--- src/rtl/apb_gpi_periph.sv ---
// apb_gpi_periph: APB responder for the general-purpose input port.
// Synchronizes external pins into a read-only IDR; optional edge IRQ.
//
// Ports:
//   PCLK     in   1      clock, all state on rising edge
//   PRESET   in   1      async active-low reset
//   PADDR    in   32     byte address, [11:2] decoded
//   PWRITE   in   1      1 = write
//   PENABLE  in   1      APB access phase
//   PWDATA   in   32     write data
//   PSEL     in   1      slot select
//   PRDATA   out  32     read data, valid while PREADY
//   PREADY   out  1      transfer complete (one wait state)
//   gpi      in   WIDTH  asynchronous input pins
//   irq      out  1      level interrupt, |(ISR & IER)
//
// Build option: define GPI_IRQ_EN to implement the edge detector,
// IER/EDGE/ISR registers and irq. Without it those registers read 0,
// ignore writes, and irq is tied low; IDR and bus timing are unchanged.
//
// Register map: 0x0 IDR (RO), 0x4 IER, 0x8 EDGE (1=rise), 0xC ISR (W1C).
// Any access with PADDR[11:4] != 0 reads 0 and ignores writes.

module apb_gpi_periph #(
   parameter int WIDTH       = 8,
   parameter int SYNC_STAGES = 2
) (
   input  logic             PCLK,
   input  logic             PRESET,
   input  logic [31:0]      PADDR,
   input  logic             PWRITE,
   input  logic             PENABLE,
   input  logic [31:0]      PWDATA,
   input  logic             PSEL,
   output logic [31:0]      PRDATA,
   output logic             PREADY,
   input  logic [WIDTH-1:0] gpi,
   output logic             irq
);

   localparam logic ST_IDLE = 1'b0;
   localparam logic ST_RESP = 1'b1;

   localparam logic [1:0] OFS_IDR  = 2'd0;
   localparam logic [1:0] OFS_IER  = 2'd1;
   localparam logic [1:0] OFS_EDGE = 2'd2;
   localparam logic [1:0] OFS_ISR  = 2'd3;

   // ------------------------------------------------------------
   // Input synchronizer
   // ------------------------------------------------------------
   logic [WIDTH-1:0] sync_q [SYNC_STAGES];
   logic [WIDTH-1:0] sync;

   always_ff @(posedge PCLK or negedge PRESET) begin
      if (!PRESET) begin
         for (int i = 0; i < SYNC_STAGES; i++) begin
            sync_q[i] <= '0;
         end
      end else begin
         sync_q[0] <= gpi;
         for (int i = 1; i < SYNC_STAGES; i++) begin
            sync_q[i] <= sync_q[i-1];
         end
      end
   end

   assign sync = sync_q[SYNC_STAGES-1];

   // ------------------------------------------------------------
   // APB decode
   // ------------------------------------------------------------
   logic       state_q;
   logic       state_d;
   logic [31:0] prdata_q;
   logic [31:0] prdata_d;
   logic       access;
   logic       in_range;
   logic       wr_en;
   logic       rd_en;
   logic [1:0] ofs;
   logic [31:0] rdata;

   // The access phase is acted on only from IDLE; the second cycle of
   // PSEL & PENABLE (while PREADY is high) is the same transfer.
   assign access   = (state_q == ST_IDLE) && PSEL && PENABLE;
   assign in_range = (PADDR[11:4] == 8'h00);
   assign ofs      = PADDR[3:2];
   assign wr_en    = access && PWRITE && in_range;
   assign rd_en    = access && !PWRITE;

   // Bits outside the decoded address and above WIDTH are don't-care.
   logic unused_bus;
   assign unused_bus = ^{PADDR[31:12], PADDR[1:0], PWDATA};

`ifdef GPI_IRQ_EN
   // ------------------------------------------------------------
   // Edge detect and interrupt registers
   // ------------------------------------------------------------
   localparam int CW = $clog2(SYNC_STAGES + 2);

   logic [WIDTH-1:0] ier_q;
   logic [WIDTH-1:0] ier_d;
   logic [WIDTH-1:0] edge_q;
   logic [WIDTH-1:0] edge_d;
   logic [WIDTH-1:0] isr_q;
   logic [WIDTH-1:0] isr_d;
   logic [WIDTH-1:0] prev_q;
   logic [WIDTH-1:0] evt;
   logic [WIDTH-1:0] w1c;
   logic [CW-1:0]    cnt_q;
   logic [CW-1:0]    cnt_d;
   logic             primed_q;
   logic             primed_d;

   // Hold off edge events until the synchronizer and prev register
   // have both filled with real pin values after reset.
   always_comb begin
      cnt_d    = cnt_q;
      primed_d = primed_q;
      if (!primed_q) begin
         cnt_d = cnt_q + CW'(1);
         if (cnt_q == CW'(SYNC_STAGES)) begin
            primed_d = 1'b1;
         end
      end
   end

   always_comb begin
      evt = '0;
      if (primed_q) begin
         evt = (edge_q & sync & ~prev_q)
             | (~edge_q & ~sync & prev_q);
      end
   end

   always_comb begin
      ier_d  = ier_q;
      edge_d = edge_q;
      w1c    = '0;
      if (wr_en) begin
         unique case (ofs)
            OFS_IER:  ier_d  = PWDATA[WIDTH-1:0];
            OFS_EDGE: edge_d = PWDATA[WIDTH-1:0];
            OFS_ISR:  w1c    = PWDATA[WIDTH-1:0];
            default:  ;
         endcase
      end
   end

   // A new event on the same edge as its W1C keeps the flag set.
   assign isr_d = (isr_q & ~w1c) | evt;

   always_ff @(posedge PCLK or negedge PRESET) begin
      if (!PRESET) begin
         ier_q    <= '0;
         edge_q   <= '0;
         isr_q    <= '0;
         prev_q   <= '0;
         cnt_q    <= '0;
         primed_q <= 1'b0;
      end else begin
         ier_q    <= ier_d;
         edge_q   <= edge_d;
         isr_q    <= isr_d;
         prev_q   <= sync;
         cnt_q    <= cnt_d;
         primed_q <= primed_d;
      end
   end

   assign irq = |(isr_q & ier_q);

   always_comb begin
      rdata = '0;
      if (in_range) begin
         unique case (ofs)
            OFS_IDR:  rdata = 32'(sync);
            OFS_IER:  rdata = 32'(ier_q);
            OFS_EDGE: rdata = 32'(edge_q);
            OFS_ISR:  rdata = 32'(isr_q);
            default:  rdata = '0;
         endcase
      end
   end
`else
   logic unused_wr;
   assign unused_wr = wr_en;

   assign irq = 1'b0;

   always_comb begin
      rdata = '0;
      if (in_range && (ofs == OFS_IDR)) begin
         rdata = 32'(sync);
      end
   end
`endif

   // ------------------------------------------------------------
   // APB FSM: IDLE -> RESP (PREADY) -> IDLE
   // ------------------------------------------------------------
   always_comb begin
      state_d  = state_q;
      prdata_d = prdata_q;
      unique case (state_q)
         ST_IDLE: begin
            if (access) begin
               state_d = ST_RESP;
            end
            if (rd_en) begin
               prdata_d = rdata;
            end
         end
         ST_RESP: state_d = ST_IDLE;
         default: state_d = ST_IDLE;
      endcase
   end

   always_ff @(posedge PCLK or negedge PRESET) begin
      if (!PRESET) begin
         state_q  <= ST_IDLE;
         prdata_q <= '0;
      end else begin
         state_q  <= state_d;
         prdata_q <= prdata_d;
      end
   end

   // Decoded straight from state so reset drops it asynchronously.
   assign PREADY = (state_q == ST_RESP);
   assign PRDATA = prdata_q;

endmodule
--- config.mk ---
export PLATFORM = sky130hd
export DESIGN_NAME = apb_gpi_periph
export DESIGN_NICKNAME = d
export VERILOG_FILES = /design/src/rtl/apb_gpi_periph.sv
export SDC_FILE = /design/constraint.sdc
export NUM_CORES = 1
export LEC_CHECK = 0
export BUFFER_PORTS_ARGS = -buffer_cell sky130_fd_sc_hd__buf_2
export CAP_MARGIN = 25
export CORE_MARGIN = 5
export CORE_UTILIZATION = 29
export CTS_BUF_LIST = sky130_fd_sc_hd__clkbuf_16
export DETAILED_ROUTE_END_ITERATION = 6
export PLACE_DENSITY = 0.74
export SYNTH_ARGS = -nofsm -noshare
export SYNTH_HDL_FRONTEND = slang
export SYNTH_SLANG_ARGS = --single-unit
--- constraint.sdc ---
create_clock -name PCLK -period 1.2 [get_ports PCLK]
set_clock_uncertainty 0.1 [all_clocks]
set_input_delay 0.12 -clock PCLK [delete_from_list [all_inputs] [get_ports PCLK]]
set_output_delay 0.12 -clock PCLK [all_outputs]
set_load 0.005 [all_outputs]
After elaboration in Yosys (flattened, before gate mapping). Cells that the tools add are included.

Bits in registers: 49. Latch bits: 0. RAM bits: 0. ROM bits: 0. Input port bits: 77. Output and inout bits: 34. Logic and storage cells: 16. Memories: 0.

$add $sub $neg: 0. Multipliers: 0. Div/mod/pow operators: 0. Magnitude comparators: 0. Equal/unequal tests: 0. Shifts and indexed selects: 0. Muxes and demuxes: 3. Bitwise gates (word level): 1. Reduce and logical (&&, ||, !) cells: 8.

Operators with widths (number): $logic_not A8 Y1 (1); $mux W8 (1); $logic_and A1 B1 Y1 (4); $logic_not A2 Y1 (1); $pmux W1 S2 (1); $reduce_and A2 Y1 (1); $logic_not A1 Y1 (1); $mux W1 (1); $not A1 Y1 (1).

Longest topological paths before layout.
Depth in word-level cells: 5. Depth in mapped cells: 5. Mapped depth without buffers: 3.

Least setup slack after synthesis. No wires, ideal clock.

Path kind: register to register. Start point: register state_q (netlist: PREADY). End point: register prdata_q[0] (netlist: PRDATA[0]). Setup time: 0.064 ns. Arrival: 1.174 ns. Required time: 1.036 ns. Slack: -0.138 ns. Cell stages (with the launch flop): 6. Path buffers: 2. Clock period less this slack: 1.338 ns. Path through: dfrtp_1 nand4bb_1 buf_6 and4b_1 buf_6 a22o_2.

Word-level cells in the longest chain between the ends: 5.

Ends and longest elaborated chain: from (decl) (line 73) `logic state_q;`; from (signal assigned) (line 225) `state_q <= state_d;`; $not A1 Y1 *; $logic_and A1 B1 Y1 (2 in series) (line 86) `assign access = (state_q == ST_IDLE) && PSEL && PENABLE;`; $logic_and A1 B1 Y1 (line 90) `assign rd_en = access && !PWRITE;`; $reduce_and A2 Y1 (no source line) *; to (signal assigned) (line 226) `prdata_q <= prdata_d;`; to (decl) (line 75) `logic [31:0] prdata_q;`.

Every way passes the cells marked *; elsewhere a longest branch is shown, timed or not. A chain may end at the register's enable or synchronous reset.

Worst setup path after layout.
Start point: register state_q (netlist: PREADY). End point: register prdata_q[7] (netlist: PRDATA[7]).

The elaborated chain is that of the path after synthesis.

==> metrics.md <==
| Metric | Value |
|---|---|
| N_diodes | 0 |
| Die X | 67.8 µm |
| DR WL met2 | 724 µm |
| Slew headroom | 0.659 |
| IO Count | 111 |
| Commonest non-fill, non-tap cell in the layout | buf_2 |
| Starting Density | 0.294 |
| Max IR drop VDD | 0.000602 V |
| Mean post-synth cell area | 14.4 µm² |
| Failing checks | setup timing |
| Area delta synth->final | 31.6% |
| Clk Latency, worst-skew pair | 250 ps |
| Ys Warns | 0 |
| GPL Wtd Cong | 0.581 |
| CTS buffer count | 3 |
| Yosys reg bits | 25 |
| Most frequent cells in the layout | buf_2 (31), dfrtp_1 (25), conb_1 (25), dlygate4sd3_1 (9), a22o_2 (8) |
| Initial antenna violation count | 0 |
| Area of the multi-input gates | 238 µm² |
| Met3 routed wirelength | 256 µm |
| Reg2Reg Setup Slack | -60 ps |
| Yosys top cell area share | 0.647 |
| Crit Path Class | flop to flop |
| Grt total ovfl | 0 |
| # DRC | 0 |
| Clock root buffer | clkbuf_16 |
| CP Max Fanout | 8 |
| Crit path buf inv count | 1 |
| Total Power | 0.00170 W |
| Worst min path class | input port to flop |
| Sequential area share after synthesis | 0.647 |
| Worst Setup SP | PREADY |
| Synth area leader | dfrtp_1 |
| Vias in the first global route | 556 |
| RSZ-0062 raised after global routing | yes |
| DRT Pass-1 Iters | 2 |
| DRT antenna net count | 0 |
| Clock period minus worst slack | 1260 ps |
| Largest net degree at the start of global routing | 26 |
| Largest stage delay, worst path | 370 ps |
| Total track usage | 0.0698 |
| Detailed Route WL | 1580 µm |
| # port buffers | 31 |
| Hold slack | 90.7 ps |
| Clock Pin Slew Worst Setup and Hold Paths | 60 ps |
| LEAKAGE | 0.673 nW |
| H-tree depth | 1 |
| CP endpoint kind | flop |
| Finished Layout Cells | 157 |
| First-pass GRT wire length | 2370 µm |
| Core area | 3280 µm² |
| Maxcap violations | 0 |
| Crit path max-delay family | simple AND/OR/NAND/NOR gates |
| Placed cells | 144 |
| PD cells | 1340 nW/µm² |
| Critical R2R Capture | PRDATA[7] |
| Netlist cell types | 10 |
| Fillers | 317 |
| Slowest stage cell, crit path | dfrtp_1 |
| CTS tree | done |
| Reg area | 626 µm² |
| TritonCTS Sinks | 25 |
| Crit path to | PRDATA[7] |
| Final Core Density | 0.387 |
| Highest metal used | met3 |
| Outcome | finished with violations |
| Wl on met1 | 595 µm |
| Critical path, cell by cell | nand4bb_4, and4b_1, buf_6, a22o_2 |
| Routed vias | 544 |
| Crit. path cell count | 4 |
| Die ar. | 4590 µm² |
| Cell area after synthesis | 967 µm² |
| Top achievable clock speed | 0.791 GHz |
| Worst Tran Pin Value | 512 ps |
| Final Setup Violations | 8 |
| Synthesized instance count | 67 |
| Critical Path Source Type | flop |
| PnR worst setup slack | -63.5 ps |
| Vias/cell | 3.46 |
| Hold Fails Final Rpt | 0 |
| Most area-consuming cells after synthesis | dfrtp_1 (65%), buf_4 (19%), a22o_2 (8.3%), buf_6 (2.3%), nor4_1 (1.3%) |
| FP Rows | 21 |
| Max-slew violations | 0 |
| Beginning of the worst register-to-register path | PREADY |
| Critical Path RT | 1290 ps |
| Arr. time, crit path | 1360 ps |
| Cells on worst reg2reg path | 4 |
| Clk buf depth | 2 |
| Share of cells above drive strength 1 | 0.432 |
| Chip height | 67.8 µm |
| Nets | 189 |
| Iter 0 DRT Violations | 2 |
| Final period utilization | 1.05 |
| Routed length per instance | 10.0 µm |
-- timing repair --
action | 4_1_cts | 5_1_grt
setup buffers | 0 | 0
hold buffers | 9 | 0
gates resized for setup | 1 | 1
endpoints found under the hold margin | 33 | 0
setup endpoints to repair | 8 | 8
-- where the power goes --
group          internal (W)  total (W)  switching, W
sequential         0.000872   0.000880    0.00000770
combinational     0.0000570   0.000112     0.0000552
clock              0.000447   0.000710      0.000262
-- cell families (layout without fill, tap and decap cells) --
family	Yosys count	after routing	synth area share
AOI/OAI and AO/OA	8	8	0.0828
and+or+nand+nor	6	6	0.0492
buffers and inverters	27	47	0.217
other	1	25	0.00388
DFF	25	25	0.647
-- layout make-up --
class	count	area share
Multi-Input combinational cell	39	0.187
Sequential cell	25	0.492
Clock inverter	1	0.00393
Tap cell	46	0.0452
Clock buffer	3	0.0590
Timing Repair Buffer	43	0.213
-- flip-flops by register name (all words and copies together), names as in the netlist --
| signal | cells |
|---|---|
| PRDATA | 8 |
| PREADY | 1 |
| sync_q | 8 |
| sync | 8 |
-- through the flow --
| stage | worst slack, ps | area [µm²] | TNS [ps] |
|---|---|---|---|
| 2_1_floorplan | -138 | 1060 | -1100 |
| 3_3_place_gp | -87.4 | 1080 | -695 |
| 5_1_grt | -125 | 1270 | -901 |
| 6_report | -63.5 | 1270 | -475 |
| 3_5_place_dp | -90.8 | 1080 | -689 |
| 4_1_cts | -101 | 1260 | -745 |
-- cell usage after synthesis (all sizes together) --
master   instances
buf             27
dfrtp           25
a22o             8
nor4             2
and3b            1
and4b            1
conb             1
nand4bb          1
nor2             1
-- per-layer routing --
layer,vias to the layer above,track usage
li1,264,-
met1,244,0.0725
met2,36,0.125
met3,0,0.0300
met4,0,0.0228
met5,-,0
-- worst min path at each step --
stage                     depth (start not counted)  startpoint        end  slack [ps]
after floorplan                                   0      PRESET  PRDATA[0]        -280
after global placement                            1      PRESET     PREADY           5
after detailed placement                          1      PRESET  PRDATA[0]          20
after CTS                                         2        PSEL     PREADY          50
after global routing                              2     PENABLE     PREADY         110
final                                             2     PENABLE     PREADY          90
Power figures use the tool's default switching activity.
